**config.mk**
```make
export PLATFORM = sky130hd
export DESIGN_NAME = wakeup_frame_tx_flat
export DESIGN_NICKNAME = d
export VERILOG_FILES = /design/src/rtl/wakeup_frame_tx_if.sv /design/src/rtl/wakeup_frame_tx.sv /design/src/flat_wrapper.sv
export SDC_FILE = /design/constraint.sdc
export NUM_CORES = 1
export LEC_CHECK = 0
export BUFFER_PORTS_ARGS = -buffer_cell sky130_fd_sc_hd__buf_2
export CORE_AREA = 5 5 117 97
export CTS_BUF_LIST = sky130_fd_sc_hd__clkbuf_8
export DETAILED_ROUTE_END_ITERATION = 8
export DIE_AREA = 0 0 122 102
export SYNTH_ARGS = -nofsm -noshare
export SYNTH_HDL_FRONTEND = slang
export SYNTH_SLANG_ARGS = --single-unit
export TNS_END_PERCENT = 10
```
**constraint.sdc**
```tcl
create_clock -name clki -period 2.9 [get_ports clki]
set_clock_uncertainty 0.2 [all_clocks]
set_input_delay 0.435 -clock clki [delete_from_list [all_inputs] [get_ports clki]]
set_output_delay 0.435 -clock clki [all_outputs]
set_load 0.02 [all_outputs]
```
**src/rtl/wakeup_frame_tx_if.sv**
```systemverilog
// wakeup_frame_tx_if
//   Bundles the host byte-source handshake and the line-driver outputs of
//   wakeup_frame_tx. Clock and reset are not part of the bundle.
//   master : host side (drives start/byte_in/byte_valid, observes the rest)
//   slave  : wakeup_frame_tx side
// Signals
//   start       host -> tx  one-cycle frame request
//   byte_in     host -> tx  payload byte
//   byte_valid  host -> tx  byte_in valid
//   byte_ready  tx -> host  byte_in accepted this cycle
//   wake_up     tx -> line  wake-up pulse
//   tx_data     tx -> line  serial data
//   tx_clk      tx -> line  forwarded bit clock (receiver samples on rise)
//   busy        tx -> host  frame in progress
//   done        tx -> host  one-cycle end-of-frame pulse
//   underrun    tx -> host  sticky: payload byte needed but not valid
interface wakeup_frame_tx_if;
    logic       start;
    logic [7:0] byte_in;
    logic       byte_valid;
    logic       byte_ready;
    logic       wake_up;
    logic       tx_data;
    logic       tx_clk;
    logic       busy;
    logic       done;
    logic       underrun;

    modport master (
        output start, byte_in, byte_valid,
        input  byte_ready, wake_up, tx_data, tx_clk, busy, done, underrun
    );

    modport slave (
        input  start, byte_in, byte_valid,
        output byte_ready, wake_up, tx_data, tx_clk, busy, done, underrun
    );
endinterface

```
**src/rtl/wakeup_frame_tx.sv**
```systemverilog
// wakeup_frame_tx
//   Transmit side of the wake-up/sync link. On start: wake-up pulse for
//   WAKE_TICKS cycles, guard interval up to GUARD_TICKS, then PREAMBLE_BITS
//   zero bits followed by PAYLOAD_BYTES bytes, MSB first, one bit per
//   DATARATE_DIV cycles with a forwarded bit clock (low half, then high half).
//   Optional macro WAKEUP_TX_CRC_EN appends a CRC-8 (poly 0x07, init 0x00)
//   byte over the payload bytes actually sent.
// Ports
//   clki   system clock
//   rst_n  asynchronous active-low reset
//   bus    wakeup_frame_tx_if.slave (handshake and line-driver signals)
module wakeup_frame_tx #(
    parameter int unsigned DATARATE_DIV  = 100,
    parameter int unsigned WAKE_TICKS    = 1000,
    parameter int unsigned GUARD_TICKS   = 25342,
    parameter int unsigned PREAMBLE_BITS = 432,
    parameter int unsigned PAYLOAD_BYTES = 71
) (
    input  logic               clki,
    input  logic               rst_n,
    wakeup_frame_tx_if.slave   bus
);

    localparam int unsigned PH_W = $clog2(DATARATE_DIV);
    localparam int unsigned PB_W = $clog2(PREAMBLE_BITS + 1);
    localparam int unsigned BY_W = $clog2(PAYLOAD_BYTES + 1);

    localparam logic [PH_W-1:0] PH_LAST    = PH_W'(DATARATE_DIV - 1);
    localparam logic [PH_W-1:0] PH_HALF    = PH_W'(DATARATE_DIV / 2);
    localparam logic [PH_W-1:0] PH_ONE     = PH_W'(1);
    localparam logic [19:0]     WAKE_LAST  = 20'(WAKE_TICKS - 1);
    localparam logic [19:0]     GUARD_LAST = 20'(GUARD_TICKS - 1);
    localparam logic [PB_W-1:0] PB_LAST    = PB_W'(PREAMBLE_BITS - 1);
    localparam logic [PB_W-1:0] PB_ONE     = PB_W'(1);
    localparam logic [BY_W-1:0] BY_LAST    = BY_W'(PAYLOAD_BYTES - 1);
    localparam logic [BY_W-1:0] BY_ONE     = BY_W'(1);

    localparam logic [2:0] S_IDLE  = 3'd0;
    localparam logic [2:0] S_WAKE  = 3'd1;
    localparam logic [2:0] S_GUARD = 3'd2;
    localparam logic [2:0] S_PRE   = 3'd3;
    localparam logic [2:0] S_PAY   = 3'd4;
    localparam logic [2:0] S_DONE  = 3'd6;
`ifdef WAKEUP_TX_CRC_EN
    localparam logic [2:0] S_CRC   = 3'd5;
    localparam logic [2:0] S_AFTER_PAY = S_CRC;
`else
    localparam logic [2:0] S_AFTER_PAY = S_DONE;
`endif

    logic [2:0]      state_q, state_d;
    logic [19:0]     tick_q, tick_d;
    logic [PH_W-1:0] ph_q, ph_d;
    logic [PB_W-1:0] pre_q, pre_d;
    logic [2:0]      bitn_q, bitn_d;
    logic [BY_W-1:0] byte_q, byte_d;
    logic [7:0]      sh_q, sh_d;
    logic            tx_data_q, tx_data_d;
    logic            tx_clk_q, tx_clk_d;
    logic            wake_up_q, wake_up_d;
    logic            busy_q, busy_d;
    logic            done_q, done_d;
    logic            byte_ready_q, byte_ready_d;
    logic            underrun_q, underrun_d;
    logic [7:0]      load_byte;
    logic            bit_end;
`ifdef WAKEUP_TX_CRC_EN
    logic [7:0]      crc_q, crc_d;

    function automatic logic [7:0] crc8_byte(input logic [7:0] crc, input logic [7:0] data);
        logic [7:0] c;
        c = crc ^ data;
        for (int unsigned i = 0; i < 8; i++) begin
            c = c[7] ? ({c[6:0], 1'b0} ^ 8'h07) : {c[6:0], 1'b0};
        end
        return c;
    endfunction
`endif

    assign bit_end = (ph_q == PH_LAST);

    always_comb begin
        state_d    = state_q;
        tick_d     = tick_q;
        ph_d       = ph_q;
        pre_d      = pre_q;
        bitn_d     = bitn_q;
        byte_d     = byte_q;
        sh_d       = sh_q;
        tx_data_d  = tx_data_q;
        underrun_d = underrun_q;
`ifdef WAKEUP_TX_CRC_EN
        crc_d      = crc_q;
`endif
        load_byte  = bus.byte_valid ? bus.byte_in : 8'h00;
`ifdef WAKEUP_TX_CRC_EN
        if (state_q == S_CRC) load_byte = crc_q;
`endif

        case (state_q)
            S_IDLE: begin
                if (bus.start) begin
                    state_d    = S_WAKE;
                    tick_d     = '0;
                    ph_d       = '0;
                    pre_d      = '0;
                    bitn_d     = '0;
                    byte_d     = '0;
                    tx_data_d  = 1'b0;
                    underrun_d = 1'b0;
`ifdef WAKEUP_TX_CRC_EN
                    crc_d      = '0;
`endif
                end
            end
            S_WAKE: begin
                tick_d = tick_q + 20'd1;
                if (tick_q == WAKE_LAST) state_d = S_GUARD;
            end
            S_GUARD: begin
                // tick stops advancing once the preamble begins
                tick_d = tick_q + 20'd1;
                if (tick_q == GUARD_LAST) begin
                    state_d = S_PRE;
                    ph_d    = '0;
                    pre_d   = '0;
                end
            end
            S_PRE: begin
                ph_d = bit_end ? '0 : ph_q + PH_ONE;
                if (bit_end) begin
                    pre_d = pre_q + PB_ONE;
                    if (pre_q == PB_LAST) begin
                        state_d = S_PAY;
                        bitn_d  = '0;
                        byte_d  = '0;
                    end
                end
            end
            S_PAY
`ifdef WAKEUP_TX_CRC_EN
            , S_CRC
`endif
            : begin
                ph_d = bit_end ? '0 : ph_q + PH_ONE;
                // The byte is taken in the byte_ready cycle, so its MSB reaches
                // tx_data one cycle into the period, still ahead of the tx_clk rise.
                if (ph_q == '0) begin
                    if (bitn_q == 3'd0) begin
                        tx_data_d = load_byte[7];
                        sh_d      = {load_byte[6:0], 1'b0};
                        if (state_q == S_PAY) begin
                            if (!bus.byte_valid) underrun_d = 1'b1;
`ifdef WAKEUP_TX_CRC_EN
                            crc_d = crc8_byte(crc_q, load_byte);
`endif
                        end
                    end else begin
                        tx_data_d = sh_q[7];
                        sh_d      = {sh_q[6:0], 1'b0};
                    end
                end
                if (bit_end) begin
                    bitn_d = bitn_q + 3'd1;
                    if (bitn_q == 3'd7) begin
                        if (state_q == S_PAY) begin
                            byte_d = byte_q + BY_ONE;
                            if (byte_q == BY_LAST) state_d = S_AFTER_PAY;
                        end else begin
                            state_d = S_DONE;
                        end
                    end
                end
            end
            S_DONE:  state_d = S_IDLE;
            default: state_d = S_IDLE;
        endcase

        if (state_d == S_DONE) tx_data_d = 1'b0;

        // Outputs are registered from the next state so they align with it.
        wake_up_d    = (state_d == S_WAKE);
        busy_d       = (state_d != S_IDLE);
        done_d       = (state_d == S_DONE);
        byte_ready_d = (state_d == S_PAY) && (ph_d == '0) && (bitn_d == 3'd0);
        tx_clk_d     = ((state_d == S_PRE) || (state_d == S_PAY)
`ifdef WAKEUP_TX_CRC_EN
                        || (state_d == S_CRC)
`endif
                       ) && (ph_d >= PH_HALF);
    end

    always_ff @(posedge clki or negedge rst_n) begin
        if (!rst_n) begin
            state_q      <= S_IDLE;
            tick_q       <= '0;
            ph_q         <= '0;
            pre_q        <= '0;
            bitn_q       <= '0;
            byte_q       <= '0;
            sh_q         <= '0;
            tx_data_q    <= 1'b0;
            tx_clk_q     <= 1'b0;
            wake_up_q    <= 1'b0;
            busy_q       <= 1'b0;
            done_q       <= 1'b0;
            byte_ready_q <= 1'b0;
            underrun_q   <= 1'b0;
`ifdef WAKEUP_TX_CRC_EN
            crc_q        <= '0;
`endif
        end else begin
            state_q      <= state_d;
            tick_q       <= tick_d;
            ph_q         <= ph_d;
            pre_q        <= pre_d;
            bitn_q       <= bitn_d;
            byte_q       <= byte_d;
            sh_q         <= sh_d;
            tx_data_q    <= tx_data_d;
            tx_clk_q     <= tx_clk_d;
            wake_up_q    <= wake_up_d;
            busy_q       <= busy_d;
            done_q       <= done_d;
            byte_ready_q <= byte_ready_d;
            underrun_q   <= underrun_d;
`ifdef WAKEUP_TX_CRC_EN
            crc_q        <= crc_d;
`endif
        end
    end

    assign bus.wake_up    = wake_up_q;
    assign bus.tx_data    = tx_data_q;
    assign bus.tx_clk     = tx_clk_q;
    assign bus.busy       = busy_q;
    assign bus.done       = done_q;
    assign bus.byte_ready = byte_ready_q;
    assign bus.underrun   = underrun_q;

endmodule

```
**src/flat_wrapper.sv**
```systemverilog
// flat-port wrapper written by rule: the top's interface ports become plain ports
module wakeup_frame_tx_flat 
#(
    parameter int unsigned DATARATE_DIV  = 100,
    parameter int unsigned WAKE_TICKS    = 1000,
    parameter int unsigned GUARD_TICKS   = 25342,
    parameter int unsigned PREAMBLE_BITS = 432,
    parameter int unsigned PAYLOAD_BYTES = 71
)
  (clki, rst_n, bus_start, bus_byte_in, bus_byte_valid, bus_byte_ready, bus_wake_up, bus_tx_data, bus_tx_clk, bus_busy, bus_done, bus_underrun);
  wakeup_frame_tx_if bus_i ();
  input  logic clki;
  input  logic rst_n;
  input wire logic [$bits(bus_i.start)-1:0] bus_start;
  input wire logic [$bits(bus_i.byte_in)-1:0] bus_byte_in;
  input wire logic [$bits(bus_i.byte_valid)-1:0] bus_byte_valid;
  output wire logic [$bits(bus_i.byte_ready)-1:0] bus_byte_ready;
  output wire logic [$bits(bus_i.wake_up)-1:0] bus_wake_up;
  output wire logic [$bits(bus_i.tx_data)-1:0] bus_tx_data;
  output wire logic [$bits(bus_i.tx_clk)-1:0] bus_tx_clk;
  output wire logic [$bits(bus_i.busy)-1:0] bus_busy;
  output wire logic [$bits(bus_i.done)-1:0] bus_done;
  output wire logic [$bits(bus_i.underrun)-1:0] bus_underrun;
  assign bus_i.start = bus_start;
  assign bus_i.byte_in = bus_byte_in;
  assign bus_i.byte_valid = bus_byte_valid;
  assign bus_byte_ready = bus_i.byte_ready;
  assign bus_wake_up = bus_i.wake_up;
  assign bus_tx_data = bus_i.tx_data;
  assign bus_tx_clk = bus_i.tx_clk;
  assign bus_busy = bus_i.busy;
  assign bus_done = bus_i.done;
  assign bus_underrun = bus_i.underrun;
  wakeup_frame_tx #(.DATARATE_DIV(DATARATE_DIV), .WAKE_TICKS(WAKE_TICKS), .GUARD_TICKS(GUARD_TICKS), .PREAMBLE_BITS(PREAMBLE_BITS), .PAYLOAD_BYTES(PAYLOAD_BYTES)) u_core (.clki(clki), .rst_n(rst_n), .bus(bus_i));
endmodule
```
==> qor.csv, run 1 <==
stage,metric,value,unit
run_status,status,finished clean,
finish,layout_common_cells,"dfrtp_1 (63), nor2_1 (48), nand2_1 (31)",
yosys,yosys_warnings,0,
clock_tree,cts-root-buf,clkbuf_8,
sta,setup_ws,102.5,ps
critical_path,path_cells,or4_1 -> or4_4 -> nor2_4 -> a211oi_2 -> a22o_1 -> nor4b_4 -> and4_1,
sta,worst_slew_pin_slew,743.5,ps
die,rows,33,
finish,drive_gt1_frac,0.1836,
hold_path,hold_path_startpoint,bus_byte_in[0],
yosys,avgSynthCellArea,9.363,um^2
drt,wl,7730,um
finish,antennaDiodeCount,0,
yosys,synth_ff_type,dfrtp_1,
critical_path,crit_path_top_delay_cell,or4_4,
clock_tree,clkLatencyLatePin,340,ps
finish,mostFrequentLayoutCell,dfrtp_1,
die,core_area,10030,um^2
critical_path,r2r-start,u_core.tick_q[10],
yosys,synth_seq_cells,63,
die,start_util,0.3397,
critical_path,criticalPathCategory,reg2reg,
hold_path,hold_path_depth,3,
critical_path,critPathMaxFanout,3,
finish,area_growth,17.80,%
drt,drtIter0Drc,177,
yosys,seq_area_frac_synth,0.4626,
job,timing.max_cap.violations,0,
global_route,grt_pass1_vias,2705,
clock_tree,cts_inserted_buffers,9,
finish,seqCellArea,1577,um^2
finish,nFillCells,995,
die,die_h,102,um
drt,route.detailed.drc,0,
drt,vias,2748,
hold_path,min_path_type,in2reg,
pwr,power_density,522.7,nW/um^2
sta,relSlewSlack,0.5043,
sta,rsz0062_at_grt,false,
critical_path,cp-end-kind,register,
place,dp_slack,27.69,ps
yosys,ys_async_sr_fraction,1.000,
clock_tree,cts_max_level,3,
pwr,cellLeakagePower,1.861,nW
sta,period_minus_slack,2798,ps
drt,first_pass_iters,5,
clock_tree,path_clk_slew,70,ps
yosys,syn-num-nets,386,
clock_tree,clockBufferDepth,2,
critical_path,r2r-end,u_core.bus.byte_ready,
sta,tns,0,ps
global_route,grtUsageTotal,0.1342,
sta,drv_slew,0,
sta,max_freq,0.3575,GHz
finish,multi_input_area,1763,um^2
sta,hold_violations,0,
critical_path,reg2reg_slack,100,ps
die,dieArea,12440,um^2
global_route,grt_pass1_wl,13230,um
global_route,grt_max_degree,34,
drt,drtAntennaViolNets,0,
place,hpwl,5598,um
critical_path,crit_arrival,2880,ps
yosys,synthCells,364,
yosys,synth_edf_count,0,
drt,wl_per_cell,14.24,um
pwr,peakVddDrop,0.2705,mV
place,io_buffers,18,
yosys,yosysUniqueCellTypes,49,
critical_path,rr_worst_depth,7,
clock_tree,cts_tree,yes,
drt,routed_via_density,5.061,
sta,fin_crit_sh,0.9647,
sta,finalSetupViolations,0,
die,die_w,122,um
die,num_io_pins,19,
place,place_congestion,0.8938,
critical_path,critical_path_required,2980,ps
yosys,syn_area,3408,um^2
hold_path,holdPathEnd,u_core.sh_q[1],
finish,nets,423,
global_route,grt_overflow,0,
critical_path,start_kind,register,
critical_path,slowest_delay,600,ps
global_route,antenna_found_initial,0,
clock_tree,cts_sinks,63,
[metrics by stage]
| stage | instance area, um^2 | instances | total power [mW] | util | hold WS [ps] |
|---|---|---|---|---|---|
| 3_5_place_dp | 3776 | 527 | 1.357 | 0.3764 | 271.1 |
| 2_1_floorplan | 3408 | 364 | 1.243 | - | -60.59 |
| 4_1_cts | 3971 | 541 | 2.117 | 0.3958 | 162.8 |
| 5_1_grt | 4015 | 543 | 2.223 | 0.4002 | 172.1 |
| 3_3_place_gp | 3776 | 527 | 1.349 | 0.3764 | 263.8 |
| 6_report | 4015 | 543 | 2.099 | 0.4002 | 182.0 |
[area by class of cell]
class	instances	area share
multi-input combinational	275	0.4391
sequential	63	0.3926
timing repair buffer	40	0.06731
tap	140	0.04363
clock buffer	11	0.03771
inverter	12	0.01122
clock inverter	2	0.008414
[state kept, by name, summed over array words and instances, names as in the netlist, 3 cells and up]
| register | cells |
|---|---|
| u_core.pre_q | 9 |
| u_core.sh_q | 7 |
| u_core.byte_q | 7 |
| u_core.bitn_q | 3 |
| u_core.tick_q | 20 |
| u_core.ph_q | 7 |
| u_core.state_q | 3 |
[where the power goes]
part	switching, mW	internal, mW	leakage [nW]	total, mW
Combinational	0.181	0.130	0.947	0.311
Clock	0.321	0.427	0.0985	0.747
Sequential	0.0909	0.950	0.815	1.04
[synth_stat cells (all sizes together), types with 4 or more instances]
library cell	number	area share
nand2	31	0.034
or3	7	0.013
clkbuf	11	0.012
nand4	9	0.017
nor3	8	0.012
ha	10	0.037
inv	12	0.013
xor2	18	0.046
nor2	49	0.056
or2	4	0.0073
a211oi	5	0.014
nand3	23	0.034
o21ai	19	0.028
a21oi	16	0.023
and3	13	0.024
xnor2	12	0.031
dfrtp	63	0.46
nor4	5	0.015
[worst max path at each step]
stage | start | end | slack (ps) | cells after the start
floorplan | u_core.tick_q[10] | u_core.bus.byte_ready | 170 | 7
global placement | u_core.tick_q[17] | u_core.bus.byte_ready | 100 | 7
detailed placement | u_core.tick_q[17] | u_core.bus.byte_ready | 30 | 7
CTS | u_core.tick_q[17] | u_core.pre_q[0] | 30 | 6
global route | u_core.tick_q[11] | u_core.bus.byte_ready | 4 | 7
finish | u_core.tick_q[10] | u_core.bus.byte_ready | 100 | 7
[kinds of logic (layout without fill, tap and decap cells)]
logic type	after synthesis	in the layout	synth area share
compound gates	59	59	0.1142
xor+xnor	30	30	0.07709
fa+ha+maj	10	10	0.03671
buf+inv	26	65	0.02863
flops	63	63	0.4626
mux	3	3	0.009544
simple gates	173	173	0.2713
[what timing repair did]
action                     in CTS  in global routing
pin swaps                       1                  4
hold buffers                    1                  0
resized for setup               0                  4
hold endpoints to repair       30                  0
setup buffers                   0                  2
gates cloned                    0                  0
setup endpoints to repair       1                  9
[critical path: cells and delay by family, from the launching register on]
family | cells | cell delay [ps]
DFF | 1 | 370
AOI/OAI and AO/OA | 2 | 380
and+or+nand+nor | 5 | 1790
[metal layers]
metal	GRT usage	wire [um]	up-vias
met5	0	0	-
met4	0.03962	65	0
met3	0.04151	427	7
met2	0.1991	3360	77
met1	0.1893	3876	1308
li1	-	-	1356
Power figures use the tool's default switching activity.
==> inputs of run 2 (changes only) <==
--- a/config.mk
+++ b/config.mk
@@ -8,2 +8,3 @@
 export BUFFER_PORTS_ARGS = -buffer_cell sky130_fd_sc_hd__buf_2
+export CAP_MARGIN = 5
 export CORE_AREA = 5 5 117 97
==> constraint.sdc (replaced) <==
create_clock -name clki -period 2.9 [get_ports clki]
set_clock_uncertainty 0.2 [all_clocks]
set_input_delay 0.29 -clock clki [delete_from_list [all_inputs] [get_ports clki]]
set_output_delay 0.29 -clock clki [all_outputs]
set_load 0.02 [all_outputs]
==> qor.csv, run 2 (synthesis gave the netlist of run 1 again) <==
stage,metric,value,unit,change
run_status,status,finished clean,,unchanged
finish,regMostFlops,u_core.tick_q,,unchanged
die,core_area,10030,um^2,unchanged
sta,relSlewSlack,0.5432,,was 0.5043
drt,vias,2734,,was 2748
critical_path,r2r-end,u_core.bus.byte_ready,,unchanged
die,num_io_pins,19,,unchanged
place,dp_slack,37.65,ps,was 27.69 ps
critical_path,cp-end-kind,register,,unchanged
job,timing.max_cap.violations,0,,unchanged
drt,drtAntennaViolNets,0,,unchanged
global_route,grt_overflow,0,,unchanged
pwr,power_density,518.7,nW/um^2,was 522.7 nW/um^2
sta,fin_crit_sh,0.9617,,was 0.9647
drt,drtIter0Drc,121,,was 177
global_route,antenna_found_initial,0,,unchanged
global_route,grt_pass1_wl,13430,um,was 13230 um
sta,drv_slew,0,,unchanged
sta,worst_slew_pin_slew,685.3,ps,was 743.5 ps
critical_path,criticalPathCategory,reg2reg,,unchanged
drt,routed_via_density,5.035,,was 5.061
critical_path,critPathMaxFanout,4,,was 3
sta,tns,0,ps,unchanged
drt,wl_per_cell,14.04,um,was 14.24 um
clock_tree,post-cts-setup-buffers,0,,unchanged
die,die_w,122,um,unchanged
finish,antennaDiodeCount,0,,unchanged
sta,finalSetupViolations,0,,unchanged
sta,hold_violations,0,,unchanged
drt,first_pass_iters,4,,was 5
critical_path,critical_path_required,2990,ps,was 2980 ps
pwr,cellLeakagePower,1.847,nW,was 1.861 nW
sta,period_minus_slack,2789,ps,was 2798 ps
finish,layout_common_cells,"dfrtp_1 (63), nor2_1 (48), nand2_1 (31)",,unchanged
die,start_util,0.3397,,unchanged
clock_tree,clockBufferDepth,2,,unchanged
finish,reg.largest.list,"u_core.tick_q x20, u_core.pre_q x9",,unchanged
place,hpwl,5481,um,was 5598 um
die,dieArea,12440,um^2,unchanged
critical_path,reg2reg_slack,110,ps,was 100 ps
die,die_h,102,um,unchanged
sta,max_freq,0.3586,GHz,was 0.3575 GHz
finish,nets,421,,was 423
critical_path,start_kind,register,,unchanged
clock_tree,path_clk_slew,70,ps,about the same
hold_path,holdPathEnd,u_core.sh_q[1],,unchanged
sta,rsz0062_at_grt,false,,unchanged
global_route,grt_max_degree,36,,was 34
global_route,grt_pass1_vias,2736,,was 2705
clock_tree,cts_tree,yes,,unchanged
finish,drive_gt1_frac,0.1861,,was 0.1836
critical_path,crit_arrival,2870,ps,was 2880 ps
clock_tree,cts_sinks,63,,unchanged
critical_path,rr_worst_depth,7,,unchanged
drt,wl,7623,um,was 7730 um
hold_path,min_path_type,in2reg,,unchanged
sta,setup_ws,111.1,ps,was 102.5 ps
hold_path,hold_path_startpoint,bus_byte_valid,,was bus_byte_in[0]
clock_tree,clkLatencyLatePin,350,ps,was 340 ps
pwr,peakVddDrop,0.2617,mV,was 0.2705 mV
finish,largest_reg_flops,20,,unchanged
clock_tree,cts-root-buf,clkbuf_8,,unchanged
place,io_buffers,18,,unchanged
global_route,grtUsageTotal,0.1369,,was 0.1342
die,rows,33,,unchanged
critical_path,r2r-start,u_core.tick_q[10],,unchanged
finish,mostFrequentLayoutCell,dfrtp_1,,unchanged
hold_path,hold_path_depth,3,,unchanged
drt,route.detailed.drc,0,,unchanged
clock_tree,cts_max_level,3,,unchanged
clock_tree,cts_inserted_buffers,9,,unchanged
finish,area_growth,17.58,%,was 17.80%
place,place_congestion,0.7906,,was 0.8938
finish,nFillCells,994,,was 995
-- run 2: cell count changes in the layout (fill, tap and decap cells not counted) --
cell	before	now
buf_4	20	17
a21oi_1	16	14
a21oi_2	0	2
clkbuf_8	11	9
clkinv_2	0	2
clkinvlp_4	0	1
dlygate4sd3_1	1	2
inv_1	13	14
o21ai_0	19	18
o21ai_1	0	1
or4_1	1	0
or4_4	2	3
-- run 2: what timing repair did --
action / 4_1_cts / 5_1_grt
hold buffers: 2 / 0
endpoints found under the hold margin: 29 / 0
resized for setup: 0 / 8
cloned: 0 / 0
endpoints found under the setup margin: 1 / 9
pin swaps: 1 / 5
-- run 2: area by class of cell --
cell class | instances | area (um^2) | area share
sequential | 63 | 1577 | 0.3934
inverter | 12 | 45.04 | 0.01124
clock buffer | 9 | 123.9 | 0.03091
clock inverter | 6 | 55.05 | 0.01374
multi-input combinational | 275 | 1774 | 0.4427
tap | 140 | 175.2 | 0.04371
timing repair buffer | 38 | 257.7 | 0.06431
-- run 2: worst max path at each step --
stage | endpoint | start | slack, ps
global route | u_core.bus.byte_ready | u_core.tick_q[17] | 20
global placement | u_core.bus.byte_ready | u_core.tick_q[17] | 110
floorplan | u_core.bus.byte_ready | u_core.tick_q[10] | 170
finish | u_core.bus.byte_ready | u_core.tick_q[10] | 110
detailed placement | u_core.bus.byte_ready | u_core.tick_q[17] | 40
CTS | u_core.bus.byte_ready | u_core.tick_q[17] | 2
-- run 2: report_power, final --
part           switching (mW)  internal, mW  leakage (nW)
sequential             0.0906         0.949         0.815
clock                   0.336         0.382        0.0975
combinational           0.185         0.136         0.935
total                   0.611          1.47          1.85
-- run 2: layer usage --
metal / global-route usage / up-vias / share of wire
met2: 0.2042 / 48 / 0.44
met4: 0.03359 / 0 / 0.013
li1: - / 1354 / -
met3: 0.05202 / 10 / 0.036
met1: 0.1890 / 1322 / 0.51
met5: 0 / - / 0
-- run 2: critical path: stages (launching register included) --
cell     delay, ps
dfrtp_1        390
or4_4          540
or4_4          580
nor2_4         140
a211o_1        220
o21ai_1        140
nor4b_4        290
and4_1         210
-- run 2: stage by stage --
step / utilization / hold WS [ps] / total power [mW] / cell area (um^2) / instances
after global placement: 0.3756 / 172.4 / 1.350 / 3769 / 526
final: 0.3994 / 69.67 / 2.079 / 4008 / 543
after detailed placement: 0.3756 / 181.9 / 1.359 / 3769 / 526
after global routing: 0.3994 / 82.09 / 2.205 / 4008 / 543
after floorplan: - / -205.6 / 1.243 / 3408 / 364
after CTS: 0.3954 / 55.86 / 2.097 / 3968 / 543
==> inputs of run 3 (changes only) <==
CORE_AREA = 5 5 93 78   (was 5 5 117 97)
DIE_AREA = 0 0 98 83   (was 0 0 122 102)
PLACE_DENSITY = 0.76   (was not set)
==> qor.csv, run 3 (synthesis gave the netlist of run 1 again) <==
stage,metric,value,unit,change
finish,regMostFlops,u_core.tick_q,,unchanged
global_route,grt_pass1_vias,2596,,was 2736
global_route,antenna_found_initial,0,,unchanged
critical_path,crit_arrival,2900,ps,was 2870 ps
critical_path,critical_path_required,2980,ps,was 2990 ps
place,dpl_cell_area,3679,um^2,was 3769 um^2
finish,reg.largest.list,"u_core.tick_q x20, u_core.pre_q x9",,unchanged
critical_path,r2r-start,u_core.tick_q[10],,unchanged
finish,nFillCells,520,,was 994
die,num_io_pins,19,,unchanged
sta,finalSetupViolations,0,,unchanged
global_route,grt_pass1_wl,12360,um,was 13430 um
critical_path,setup.worst_path.start,u_core.tick_q[10],,unchanged
die,dieArea,8134,um^2,was 12440 um^2
sta,rsz0062_at_grt,true,,was false
finish,largest_reg_flops,20,,unchanged
hold_path,min_path_type,in2reg,,unchanged
place,dp_slack,24.96,ps,was 37.65 ps
global_route,grt_overflow,0,,unchanged
finish,utilization,0.6402,,was 0.3994
clock_tree,path_clk_slew,70,ps,about the same
clock_tree,cts_inserted_buffers,9,,unchanged
sta,max_freq,0.3542,GHz,was 0.3586 GHz
place,io_buffers,18,,unchanged
sta,worst_slew_pin_slew,672.3,ps,was 685.3 ps
job,timing.max_cap.violations,0,,unchanged
drt,route.detailed.drc,0,,unchanged
finish,area_growth,16.70,%,was 17.58%
clock_tree,cts_max_level,3,,unchanged
critical_path,cp-end-kind,register,,unchanged
sta,period_minus_slack,2823,ps,was 2789 ps
critical_path,criticalPathCategory,reg2reg,,unchanged
sta,drv_slew,0,,unchanged
sta,fin_crit_sh,0.9736,,was 0.9617
die,core_area,6213,um^2,was 10030 um^2
critical_path,reg2reg_slack,80,ps,was 110 ps
drt,wl,7362,um,was 7623 um
drt,wl_per_cell,15.06,um,was 14.04 um
die,die_h,83,um,was 102 um
pwr,cellLeakagePower,1.845,nW,was 1.847 nW
finish,mostFrequentLayoutCell,dfrtp_1,,unchanged
die,die_w,98,um,was 122 um
finish,layout_common_cells,"dfrtp_1 (63), nor2_1 (48), nand2_1 (31)",,unchanged
drt,drtAntennaViolNets,0,,unchanged
pwr,power_density,558.0,nW/um^2,was 518.7 nW/um^2
clock_tree,cts_tree,yes,,unchanged
critical_path,r2r-end,u_core.bus.byte_ready,,unchanged
sta,relSlewSlack,0.5518,,was 0.5432
clock_tree,cts-root-buf,clkbuf_8,,unchanged
die,start_util,0.5485,,was 0.3397
global_route,grtUsageTotal,0.1866,,was 0.1369
critical_path,start_kind,register,,unchanged
finish,multi_input_area,1769,um^2,was 1774 um^2
drt,drtIter0Drc,165,,was 121
die,rows,26,,was 33
finish,fin_area,3978,um^2,was 4008 um^2
clock_tree,cts_sinks,63,,unchanged
clock_tree,clkLatencyLatePin,350,ps,about the same
finish,antennaDiodeCount,0,,unchanged
sta,hold_violations,0,,unchanged
sta,setup_ws,76.63,ps,was 111.1 ps
place,place_congestion,0.8491,,was 0.7906
clock_tree,clockBufferDepth,2,,unchanged
global_route,grt_max_degree,32,,was 36
pwr,peakVddDrop,0.3855,mV,was 0.2617 mV
critical_path,cp-endpoint,u_core.bus.byte_ready,,unchanged
finish,nets,422,,was 421
drt,vias,2826,,was 2734
run_status,status,finished clean,,unchanged
finish,drive_gt1_frac,0.1975,,was 0.1861
sta,holdWs,12.60,ps,was 69.67 ps
place,hpwl,5217,um,was 5481 um
drt,first_pass_iters,5,,was 4
critical_path,rr_worst_depth,7,,unchanged
drt,routed_via_density,5.779,,was 5.035
critical_path,critPathMaxFanout,3,,was 4
finish,seqCellArea,1577,um^2,unchanged
==> run 3: cell types whose count changed in the layout (fill, tap and decap cells not counted), sizes merged <==
| cell | previous run | this run |
|---|---|---|
| buf | 36 | 38 |
| clkbuf | 9 | 11 |
| inv | 14 | 12 |
| bufinv | 1 | 2 |
| clkinv | 2 | 1 |
| clkinvlp | 1 | 2 |
| dlygate4sd3 | 2 | 1 |
==> run 3: where the power goes <==
part,switching (mW),internal [mW],leakage (nW)
Sequential,0.0882,0.949,0.815
Clock,0.344,0.529,0.112
Combinational,0.182,0.127,0.918
Total,0.615,1.60,1.84
==> run 3: what timing repair did <==
action                     4_1_cts  5_1_grt
hold buffers                     1        0
pin swaps                        1        7
hold endpoints to repair        29        0
resized for setup                1        6
buffers inserted                 0        3
setup endpoints to repair        1       13
==> run 3: final cells by class <==
| type | count | area share |
|---|---|---|
| multi-input combinational | 275 | 0.4448 |
| sequential | 63 | 0.3964 |
| timing repair buffer | 39 | 0.06291 |
| clock buffer | 11 | 0.03806 |
| tap | 84 | 0.02642 |
| clock inverter | 5 | 0.02013 |
| inverter | 12 | 0.01132 |
==> run 3: worst min path at each step <==
stage | endpoint | slack, ps | depth (start not counted) | start
floorplan | u_core.bitn_q[0] | -210 | 0 | rst_n
global placement | u_core.byte_q[0] | 160 | 1 | rst_n
detailed placement | u_core.byte_q[0] | 170 | 1 | rst_n
CTS | u_core.sh_q[1] | 3 | 3 | bus_byte_in[0]
global route | u_core.sh_q[1] | 3 | 3 | bus_byte_in[0]
finish | u_core.sh_q[1] | 10 | 3 | bus_byte_in[0]
==> run 3: critical path: stages (launching register included) <==
cell and delay (ps):
dfrtp_1 390, or4_4 540, or4_4 590, nor2_4 140, a211oi_4 90, a22o_1 270, nor4b_2 320, and4_1 230
==> run 3: per-stage QoR <==
step	std cells	power, mW	setup TNS [ps]
finish	489	2.220	0
global route	489	2.319	-37.92
CTS	486	2.229	0
detailed placement	469	1.351	0
global placement	469	1.337	0
floorplan	364	1.243	0
==> run 3: per-layer routing <==
layer / share of wire / up-vias / GRT usage / routed length [um]
met5: 0 / - / 0 / 0
met4: 0.014 / 0 / 0.05283 / 102
met3: 0.050 / 12 / 0.05611 / 366
met2: 0.45 / 69 / 0.2775 / 3301
met1: 0.49 / 1386 / 0.2640 / 3592
li1: - / 1359 / - / -
